File: src/rtl/battleship_pkg.sv
// Shared Battleship definitions: key codes, grid geometry and the entry-state
// encoding that the seven-segment display driver also decodes.
package battleship_pkg;

    localparam logic [3:0] KEY_BKSP  = 4'hD;
    localparam logic [3:0] KEY_CLR   = 4'hE;
    localparam logic [3:0] KEY_ENT   = 4'hF;
    localparam logic [3:0] KEY_BLANK = 4'hF;

    localparam int GRID_SIZE_DEF = 8;
    localparam int COORD_W_DEF   = $clog2(GRID_SIZE_DEF);

    typedef enum logic [1:0] {
        ST_WAIT_ROW   = 2'd0,
        ST_WAIT_COL   = 2'd1,
        ST_WAIT_ENTER = 2'd2,
        ST_SEND       = 2'd3
    } entry_state_e;

    // A key is a usable coordinate digit only if it is 0-9 and on the board.
    function automatic logic is_coord_digit(input logic [3:0] key, input int grid);
        return (key <= 4'd9) && (int'(key) < grid);
    endfunction

endpackage

File: src/rtl/shot_entry_fsm_idle_timer.sv
// Idle counter for a partial shot entry: cleared by any key activity, runs
// while enabled and pulses expire on its last count.
module idle_timer
    import battleship_pkg::*;
#(
    parameter int TIMEOUT_CYCLES = 500_000_000
) (
    input  logic clk,
    input  logic rst_n,
    input  logic clr,
    input  logic en,
    output logic expire
);

    localparam int CNT_W = (TIMEOUT_CYCLES > 1) ? $clog2(TIMEOUT_CYCLES) : 1;
    localparam logic [CNT_W-1:0] LAST_COUNT = CNT_W'(TIMEOUT_CYCLES - 1);

    logic [CNT_W-1:0] count_r;
    logic             expire_s;

    // Expiry decode from the registered count; clearing activity suppresses it.
    always_comb begin
        expire_s = 1'b0;
        if (en && !clr && (count_r == LAST_COUNT)) begin
            expire_s = 1'b1;
        end else begin
            expire_s = 1'b0;
        end
    end

    assign expire = expire_s;

    // Count register; wraps back to zero after expiring so it reads 0 outside the entry states.
    always_ff @(posedge clk) begin
        if (!rst_n) begin
            count_r <= '0;
        end else if (clr || !en || expire_s) begin
            count_r <= '0;
        end else begin
            count_r <= count_r + CNT_W'(1);
        end
    end

endmodule

File: src/rtl/shot_entry_fsm.sv
// Keypad shot entry: row digit, column digit, ENTER, then offers the
// coordinate to game logic over valid/ready until it is taken.
module shot_entry_fsm
    import battleship_pkg::*;
#(
    parameter int GRID_SIZE      = GRID_SIZE_DEF,
    parameter int TIMEOUT_CYCLES = 500_000_000,
    parameter int COORD_W        = $clog2(GRID_SIZE)
) (
    input  logic               clk,
    input  logic               rst_n,
    input  logic [3:0]         key_value,
    input  logic               key_valid,
    input  logic               arm,
    input  logic               shot_ready,
    output logic               shot_valid,
    output logic [COORD_W-1:0] shot_row,
    output logic [COORD_W-1:0] shot_col,
    output logic [3:0]         entry_row,
    output logic [3:0]         entry_col,
    output logic [1:0]         entry_stage,
    output logic               key_err
);

    entry_state_e       state_r;
    logic               shot_valid_r;
    logic [COORD_W-1:0] shot_row_r;
    logic [COORD_W-1:0] shot_col_r;
    logic [3:0]         entry_row_r;
    logic [3:0]         entry_col_r;
    logic               key_err_r;

    logic               digit_ok_s;
    logic               timer_en_s;
    logic               timer_clr_s;
    logic               timer_expire_s;

    // Key classification and idle-timer control.
    always_comb begin
        digit_ok_s  = is_coord_digit(key_value, GRID_SIZE);
        timer_en_s  = (state_r == ST_WAIT_COL) || (state_r == ST_WAIT_ENTER);
        timer_clr_s = key_valid || !arm;
    end

    idle_timer #(
        .TIMEOUT_CYCLES(TIMEOUT_CYCLES)
    ) u_idle_timer (
        .clk   (clk),
        .rst_n (rst_n),
        .clr   (timer_clr_s),
        .en    (timer_en_s),
        .expire(timer_expire_s)
    );

    // Entry FSM with its registered datapath and outputs.
    always_ff @(posedge clk) begin
        if (!rst_n) begin
            state_r      <= ST_WAIT_ROW;
            shot_valid_r <= 1'b0;
            shot_row_r   <= '0;
            shot_col_r   <= '0;
            entry_row_r  <= KEY_BLANK;
            entry_col_r  <= KEY_BLANK;
            key_err_r    <= 1'b0;
        end else begin
            key_err_r <= 1'b0;
            case (state_r)
                ST_SEND: begin
                    // Keys and arm are ignored here; only the handshake ends the offer.
                    if (shot_ready) begin
                        shot_valid_r <= 1'b0;
                        entry_row_r  <= KEY_BLANK;
                        entry_col_r  <= KEY_BLANK;
                        state_r      <= ST_WAIT_ROW;
                    end
                end
                ST_WAIT_ROW, ST_WAIT_COL, ST_WAIT_ENTER: begin
                    if (!arm) begin
                        entry_row_r <= KEY_BLANK;
                        entry_col_r <= KEY_BLANK;
                        state_r     <= ST_WAIT_ROW;
                    end else if (key_valid) begin
                        case (state_r)
                            ST_WAIT_ROW: begin
                                if (digit_ok_s) begin
                                    entry_row_r <= key_value;
                                    state_r     <= ST_WAIT_COL;
                                end else if (key_value != KEY_CLR) begin
                                    key_err_r <= 1'b1;
                                end
                            end
                            ST_WAIT_COL: begin
                                if (digit_ok_s) begin
                                    entry_col_r <= key_value;
                                    state_r     <= ST_WAIT_ENTER;
                                end else if (key_value == KEY_BKSP) begin
                                    entry_row_r <= KEY_BLANK;
                                    state_r     <= ST_WAIT_ROW;
                                end else if (key_value == KEY_CLR) begin
                                    entry_row_r <= KEY_BLANK;
                                    entry_col_r <= KEY_BLANK;
                                    state_r     <= ST_WAIT_ROW;
                                end else begin
                                    key_err_r <= 1'b1;
                                end
                            end
                            ST_WAIT_ENTER: begin
                                if (key_value == KEY_ENT) begin
                                    shot_row_r   <= entry_row_r[COORD_W-1:0];
                                    shot_col_r   <= entry_col_r[COORD_W-1:0];
                                    shot_valid_r <= 1'b1;
                                    state_r      <= ST_SEND;
                                end else if (key_value == KEY_BKSP) begin
                                    entry_col_r <= KEY_BLANK;
                                    state_r     <= ST_WAIT_COL;
                                end else if (key_value == KEY_CLR) begin
                                    entry_row_r <= KEY_BLANK;
                                    entry_col_r <= KEY_BLANK;
                                    state_r     <= ST_WAIT_ROW;
                                end else begin
                                    key_err_r <= 1'b1;
                                end
                            end
                            default: begin
                                state_r <= ST_WAIT_ROW;
                            end
                        endcase
                    end else if (timer_expire_s) begin
                        entry_row_r <= KEY_BLANK;
                        entry_col_r <= KEY_BLANK;
                        state_r     <= ST_WAIT_ROW;
                    end
                end
                default: begin
                    shot_valid_r <= 1'b0;
                    entry_row_r  <= KEY_BLANK;
                    entry_col_r  <= KEY_BLANK;
                    state_r      <= ST_WAIT_ROW;
                end
            endcase
        end
    end

    assign shot_valid  = shot_valid_r;
    assign shot_row    = shot_row_r;
    assign shot_col    = shot_col_r;
    assign entry_row   = entry_row_r;
    assign entry_col   = entry_col_r;
    assign entry_stage = state_r;
    assign key_err     = key_err_r;

endmodule

File: config.mk
export PLATFORM = sky130hd
export DESIGN_NAME = shot_entry_fsm
export DESIGN_NICKNAME = d
export VERILOG_FILES = /design/src/rtl/battleship_pkg.sv /design/src/rtl/shot_entry_fsm_idle_timer.sv /design/src/rtl/shot_entry_fsm.sv
export SDC_FILE = /design/constraint.sdc
export NUM_CORES = 1
export LEC_CHECK = 0
export BUFFER_PORTS_ARGS = -buffer_cell sky130_fd_sc_hd__buf_2
export CAP_MARGIN = 20
export CORE_ASPECT_RATIO = 0.8
export CORE_MARGIN = 3
export CORE_UTILIZATION = 45
export DETAILED_ROUTE_END_ITERATION = 10
export GPL_TIMING_DRIVEN = 0
export MAX_ROUTING_LAYER = met4
export PLACE_DENSITY_LB_ADDON = 0.15
export SLEW_MARGIN = 20
export SYNTH_ARGS = -nofsm -noshare
export SYNTH_HDL_FRONTEND = slang
export SYNTH_HIERARCHICAL = 1
export SYNTH_SLANG_ARGS = --single-unit
export TNS_END_PERCENT = 50
File: constraint.sdc
create_clock -name clk -period 3.6 [get_ports clk]
set_input_delay 0.36 -clock clk [delete_from_list [all_inputs] [get_ports clk]]
set_output_delay 0.36 -clock clk [all_outputs]
set_load 0.05 [all_outputs]
# Word level (Yosys, flattened, before mapping)

Cells that the tools add are included.

Equality and inequality tests: 21
$add $sub $neg: 1
Magnitude comparators: 2
Bitwise logic cells: 1
Reduce and logical (&&, ||, !) cells: 19
Multiplexer cells: 47

Operators with widths:

| operator                                          | number |
|---|---|
| two-way mux 4 bit                                 | 17 |
| adder 29 x 1 -> 29 bit, second input constant     | 1 |
| == test 29 bit, second input constant             | 1 |
| != test 5 bit, second input constant              | 5 |
| case mux 4 bit (2 select lines)                   | 3 |
| two-way mux 2 bit                                 | 10 |
| AND reduction 5 bit                               | 3 |
| == test 4 bit, second input constant              | 3 |
| two-way mux 1 bit                                 | 12 |
| != test 6 bit, second input constant              | 2 |
| case mux 4 bit (3 select lines)                   | 1 |
| != test 2 bit, second input constant              | 5 |
| AND reduction 7 bit                               | 1 |
| case mux 2 bit (3 select lines)                   | 1 |
| == test 2 bit, second input constant              | 2 |
| <= comparator 4 bit, second input constant        | 1 |
| logical OR 1 bit                                  | 4 |
| less-than comparator 4 bit, second input constant | 1 |
| != test 4 x 3 -> 1 bit, second input constant     | 1 |
| != test 4 bit, second input constant              | 1 |
| case mux 2 bit (2 select lines)                   | 1 |
| AND reduction 4 bit                               | 1 |
| logical AND 1 bit                                 | 3 |
| zero test 1 bit                                   | 3 |
| other kinds (8)                                   | 8 |

Input bits: 9
Output and inout bits: 18
Register bits after elaboration: 47
Logic and storage cells: 99

# Longest topological paths before layout

Word-level depth: 10
Gate-level depth with buffers: 9
Depth with buffers taken out: 9

# Cells and area by module

Netlist, hierarchy kept.

By module, submodules not included:

| module         | times used | seq. area each (um^2) | area an instance (um^2) | cells an instance |
|---|---|---|---|---|
| idle_timer     | 1          | 580.6                 | 1,519.0                 | 172 |
| shot_entry_fsm | 1          | 360.3                 | 1,142.3                 | 134 |

# Least setup slack after synthesis

No wires, ideal clock.

Kind: reg2reg
From: reg u_idle_timer.count_r[0]
To: reg entry_row_r[2] (netlist: entry_row[2])
Data required time: 3,482 ps
Period minus slack after synthesis: 2,617 ps
Buffers on the path: 0
Stages on the path, launching flop included: 10
Setup time: 118 ps
Setup slack: 983 ps
Data arrival time: 2,499 ps
Cell sequence: dfxtp_1 ha_1 and4_2 nand3_1 nor4_2 and3b_1 or4b_4 nand2_2 or3_1 o22a_1

Longest elaborated chain between the ends: 5

RTL lines:

| item                                    | line                            | text |
|---|---|---|
| start: declaration                      | shot_entry_fsm_idle_timer.sv:18 | `logic [CNT_W-1:0] count_r;` |
| start signal: assignment                | shot_entry_fsm_idle_timer.sv:40 | `count_r <= count_r + CNT_W'(1);` |
| == test 29 bit                          | shot_entry_fsm_idle_timer.sv:24 | `if (en && !clr && (count_r == LAST_COUNT)) begin` |
| logical AND 1 bit                       | shot_entry_fsm_idle_timer.sv:24 |  |
| two-way mux 1 bit                       | shot_entry_fsm_idle_timer.sv:24 |  |
| via timer_expire_s                      | shot_entry_fsm.sv:36            | `logic timer_expire_s;` |
| != test 4 x 3 -> 1 bit (no source line) | n/a                             |  |
| AND reduction 7 bit (no source line)    | n/a                             |  |
| end signal: assignment                  | shot_entry_fsm.sv:86            | `entry_row_r <= key_value;` |
| end: declaration                        | shot_entry_fsm.sv:29            | `logic [3:0] entry_row_r;` |

The timed path passes the listed nets, and every way through them passes these cells.
A chain may end at the register's enable or synchronous reset.

# Worst setup path after layout

Ends and elaborated chain as after synthesis.

==> metrics.log <==
[metrics] area used by multi-input combinational logic: between 0.0015 and 0.002 mm2
[metrics] Initial DRC Count: 177
[metrics] Max Cap Violations: 0
[metrics] mux share of post-synthesis cell area: between 3 and 4%
[metrics] type of the tightest min-delay check: in2reg
[metrics] WP data arrival: about 3.4 ns
[metrics] YS warnings: 6
[metrics] data required time at the worst endpoint: approximately 3.8 ns
[metrics] Post-Synthesis Cell Area: between 0.002 and 0.003 mm2
[metrics] Slew headroom: ~42%
[metrics] total of flip-flops plus latches after synthesis: 47
[metrics] wire length of the first global-routing pass: 10,520 um
[metrics] detail-routed via count per cell: 5.873
[metrics] Worst Path Max Fanout: 9
[metrics] portion of total power attributed to sequential cells: between 50% and 60%
[metrics] register area share after synthesis: a little over a third
[metrics] switching part of the total: a little over a quarter
[metrics] internal power summed over all cells: between 0.6 and 0.7 mW
[metrics] sequential cell area in the final layout: around 940 um2
[metrics] total of endpoints with negative setup slack in the final report: 0
[metrics] fraction of layout instances using a drive strength above 1: between 10% and 20%
[metrics] syn nets: ~320
[metrics] leakage power figure: 0.9275 nW
[metrics] Layout Nets: between 300 and 400
[metrics] basic-gate share of the synthesized area counting and, or, nand and nor cells: a little under a third
[metrics] summed negative setup slack over all endpoints: 0 ns
[metrics] remaining global-route overflow: 0
[metrics] Global Route Usage Sum: 19.54%
[metrics] top achievable clock speed: between 300 and 400 MHz
[metrics] top area cells in the synthesized netlist: sky130_fd_sc_hd__dfxtp_1 (35%), sky130_fd_sc_hd__nor3_1 (3.8%), sky130_fd_sc_hd__xnor2_1 (3.6%)
[metrics] clock tree from TritonCTS: done
[metrics] CP Class: reg2reg
[metrics] share of async-settable or async-resettable flops after synthesis: 0%
[metrics] iteration count of the initial detailed-routing pass: 4
[metrics] floorplan core area: between 0.005 and 0.006 mm2
[metrics] Post-synth EDFFs: 0
[metrics] detailed-route via count: ~2.4k
[metrics] Slowest-stage cell, CP: sky130_fd_sc_hd__nor4_2
[metrics] Unique masters post-synth: 57
[metrics] Total Die Area: just under 0.007 mm2
[metrics] synthesized instance count: 306
[metrics] post-CTS setup buffers: 0
[metrics] library cell used as clock root buffer: sky130_fd_sc_hd__clkbuf_8
[metrics] endpoint class of the critical path: register
[metrics] CP startpoint kind: register
[metrics] fraction of the cycle the final worst path needs: between 80% and 90%
[metrics] routed len/inst: ~16 um
[metrics] gpl congestion: approximately 0.90
[metrics] area growth from synthesis to layout: 11.99%
[metrics] largest stage delay on the critical path: approximately 0.79 ns
[metrics] CTS clock-pin slew for the worst setup and hold paths: 0.10 ns
[metrics] largest net degree at the start of global routing: 18
[metrics] antenna violations before repair: 0
[metrics] dominant combinational cell family by area after synthesis: simple AND/OR/NAND/NOR gates
[metrics] max-slew violation count: 0
[metrics] quantity of gates resized following cts: 0
[metrics] worst supply voltage drop on vdd: between 0.2 and 0.25 mV
[metrics] post-detailed-route count of antenna-violating nets: 0
[metrics] slew at the pin with the worst max-slew slack: 0.8694 ns
[metrics] Layout Skew: 0.01015 ns
[metrics] Clk network pwr share: between 30% and 40%
[metrics] cell type with the highest aggregate area in the netlist: sky130_fd_sc_hd__dfxtp_1
[metrics] post-layout min period: around 3.1 ns
[metrics] Compound-Gate Fraction of Synth Area: between 10% and 20%
[metrics] Total Power: 0.9488 mW
[metrics] H-tree depth: 2
[metrics] net switching power: ~0.26 mW
[metrics] Top delay family on crit path: simple AND/OR/NAND/NOR gates
[metrics] initial standard-cell utilization of the core: between 40% and 50%
[metrics] final WL: between 6000 and 7000 um
[metrics] number of buffers created by CTS: 5
[metrics] number of global-route vias before repair: between 2k and 2.5k
[metrics] fill cell count: 542
[metrics] count of input and output buffers: 25
[metrics] Hold Buf Count CTS: 0
[metrics] WP buf/inv: 0
[metrics] clk buf depth: 2
[metrics] final hold violations: 0
[metrics] Comb pwr share: under 10%
[metrics] post-synthesis share of cell area spent on xor and xnor gates: between 4 and 5%
[metrics] std cell rows: 24
[metrics] horizontal die dimension: 91.98 um
[metrics] most frequently used flop master after synthesis: sky130_fd_sc_hd__dfxtp_1
[metrics] IO Pins: 27
[metrics] sum of net half-perimeters after detailed placement: 4674 um
[metrics] fraction of synthesized cell area taken by the top area cell type: ~35%
[metrics] worst hold slack across all endpoints: just under 0.4 ns
[metrics] unrepaired setup endpoints after global routing: false
[metrics] insertion delay to the later sink of the worst-skew pair: a little over 0.3 ns
[metrics] cells along the critical path: ha_1 -> and4_2 -> nand3_1 -> nor4_2 -> and3b_1 -> or4b_4 -> nand2_2 -> or3_1 -> o22a_1
[metrics] total power density per cell area: approximately 320 mW/mm2
[metrics] Avg Inst Size Synth: between 8 and 9 um2
[metrics] status: completed
[metrics] number of clock sinks: 47
[metrics] Die Height: 74.79 um
[metrics] post-synthesis share of cell area spent on full adders, half adders and majority gates: about 2.8%
[metrics] residual DRC count: 0
[metrics] number of diodes: 0
==> power groups by stage <==
stage,combinational [mW],clock (mW),sequential [mW]
after floorplan,0.0395,0,0.547
after CTS,0.0707,0.358,0.525
after global routing,0.0777,0.381,0.526
after global placement,0.0697,0,0.537
after detailed placement,0.0704,0,0.537
final,0.0715,0.352,0.525
==> worst paths after layout <==
check                                     start                   endpoint  slack (ns)  depth (start not counted)
max          u_idle_timer/count_r[0]$_SDFF_PP0_  entry_row[2]$_SDFFE_PN1P_        0.45                          9
min                                         arm    shot_valid$_SDFFE_PN0P_        0.39                          3
max reg2reg  u_idle_timer/count_r[0]$_SDFF_PP0_  entry_row[2]$_SDFFE_PN1P_        0.45                          9
min reg2reg             shot_valid$_SDFFE_PN0P_    shot_valid$_SDFFE_PN0P_        0.49                          2
==> metal layers <==
layer	wire length (um)	vias to the layer above	GRT usage [%]
met4	37	0	3.954
met2	2528	87	25.89
met3	488	4	3.397
met5	0	-	-
met1	3424	1122	30.45
li1	-	1236	-
==> synthesized netlist by cell type, types with 2 or more instances <==
| library cell | count |
|---|---|
| sky130_fd_sc_hd__nand4_1 | 10 |
| sky130_fd_sc_hd__xor2_1 | 4 |
| sky130_fd_sc_hd__clkbuf_1 | 9 |
| sky130_fd_sc_hd__buf_2 | 5 |
| sky130_fd_sc_hd__or4_1 | 8 |
| sky130_fd_sc_hd__nand2b_1 | 7 |
| sky130_fd_sc_hd__a21oi_1 | 7 |
| sky130_fd_sc_hd__a211oi_1 | 11 |
| sky130_fd_sc_hd__ha_1 | 6 |
| sky130_fd_sc_hd__nor4_1 | 9 |
| sky130_fd_sc_hd__nand2_1 | 15 |
| sky130_fd_sc_hd__o22ai_1 | 4 |
| sky130_fd_sc_hd__o22a_1 | 4 |
| sky130_fd_sc_hd__inv_1 | 9 |
| sky130_fd_sc_hd__o21ai_0 | 10 |
| sky130_fd_sc_hd__o31ai_1 | 10 |
| sky130_fd_sc_hd__dfxtp_1 | 47 |
| sky130_fd_sc_hd__nand4b_1 | 3 |
| sky130_fd_sc_hd__a31oi_1 | 5 |
| sky130_fd_sc_hd__or3_1 | 4 |
| sky130_fd_sc_hd__nand3b_1 | 5 |
| sky130_fd_sc_hd__and3_1 | 5 |
| sky130_fd_sc_hd__xnor2_1 | 11 |
| sky130_fd_sc_hd__a211oi_2 | 3 |
| sky130_fd_sc_hd__nor3b_1 | 2 |
| sky130_fd_sc_hd__nor2b_1 | 6 |
| sky130_fd_sc_hd__nor3_1 | 20 |
| sky130_fd_sc_hd__nor2_1 | 16 |
| sky130_fd_sc_hd__nand3_1 | 10 |
| sky130_fd_sc_hd__mux2_2 | 3 |
| sky130_fd_sc_hd__and2_1 | 3 |
| sky130_fd_sc_hd__mux2i_1 | 7 |
| sky130_fd_sc_hd__a41oi_1 | 3 |
| sky130_fd_sc_hd__nand3_2 | 2 |
==> kinds of logic (layout without fill, tap and decap cells) <==
kind of cell / count (synthesis) / in the layout
buffers and inverters: 24 / 57
flip-flops: 47 / 47
AND/OR/NAND/NOR: 138 / 138
multiplexers: 10 / 10
adder cells (fa/ha/maj): 6 / 6
XOR/XNOR: 15 / 15
AO/OA/AOI/OAI: 66 / 66
==> flip-flops by register name (all words and copies together), names as in the netlist <==
register,cells
u_idle_timer/count_r,29
key_err,1
entry_row,4
entry_stage,2
shot_col,3
entry_col,4
shot_row,3
shot_valid,1
==> per-stage QoR <==
step           instances  util, %  setup slack [ns]  area, um2
2_1_floorplan        306        -            0.9835       2661
3_3_place_gp         409    51.64            0.4637       2884
3_5_place_dp         409    51.64            0.4424       2884
4_1_cts              417    53.36            0.4312       2980
5_1_grt              417    53.36            0.2201       2980
6_report             417    53.36            0.4513       2980
==> layout by cell type, fill, tap and decap left out, types with 3 or more instances in the layout <==
cell type and count:
sky130_fd_sc_hd__o31ai_1 10, sky130_fd_sc_hd__o22ai_1 4, sky130_fd_sc_hd__dfxtp_1 47, sky130_fd_sc_hd__a41oi_1 3, sky130_fd_sc_hd__a31oi_1 5, sky130_fd_sc_hd__a211oi_1 11, sky130_fd_sc_hd__nor4_1 9, sky130_fd_sc_hd__and3_1 5
sky130_fd_sc_hd__nand4b_1 3, sky130_fd_sc_hd__or3_1 4, sky130_fd_sc_hd__nor3_1 20, sky130_fd_sc_hd__inv_1 9, sky130_fd_sc_hd__a211oi_2 3, sky130_fd_sc_hd__nand4_1 10, sky130_fd_sc_hd__or4_1 8, sky130_fd_sc_hd__o21ai_0 10
sky130_fd_sc_hd__nand2_1 15, sky130_fd_sc_hd__nor2b_1 6, sky130_fd_sc_hd__mux2i_1 7, sky130_fd_sc_hd__mux2_2 3, sky130_fd_sc_hd__a21oi_1 7, sky130_fd_sc_hd__nor2_1 16, sky130_fd_sc_hd__nand2b_1 7, sky130_fd_sc_hd__xor2_1 4
sky130_fd_sc_hd__nand3_1 10, sky130_fd_sc_hd__buf_2 30, sky130_fd_sc_hd__ha_1 6, sky130_fd_sc_hd__clkbuf_1 9, sky130_fd_sc_hd__and2_1 3, sky130_fd_sc_hd__o22a_1 4, sky130_fd_sc_hd__xnor2_1 11, sky130_fd_sc_hd__nand3b_1 5
sky130_fd_sc_hd__clkbuf_8 5
==> area by class of cell <==
| cell class | count | area share (%) |
|---|---|---|
| multi-input cells | 235 | 54.24 |
| inverters | 9 | 1.134 |
| clock inverters | 3 | 0.9236 |
| plain buffers | 15 | 2.351 |
| clock buffers | 5 | 2.309 |
| flip-flops and latches | 47 | 31.57 |
| repair buffers | 25 | 4.198 |
| well taps | 78 | 3.275 |
==> worst register-to-register path, stage by stage (launching register included) <==
cell                      delay [ns]
sky130_fd_sc_hd__dfxtp_1        0.39
sky130_fd_sc_hd__ha_1           0.25
sky130_fd_sc_hd__and4_2         0.31
sky130_fd_sc_hd__nand3_1        0.10
sky130_fd_sc_hd__nor4_2         0.79
sky130_fd_sc_hd__and3b_1        0.26
sky130_fd_sc_hd__or4b_4         0.14
sky130_fd_sc_hd__nand2_2        0.10
sky130_fd_sc_hd__or3_1          0.48
sky130_fd_sc_hd__o22a_1         0.24
No activity file was read; power rests on OpenSTA's default activity.
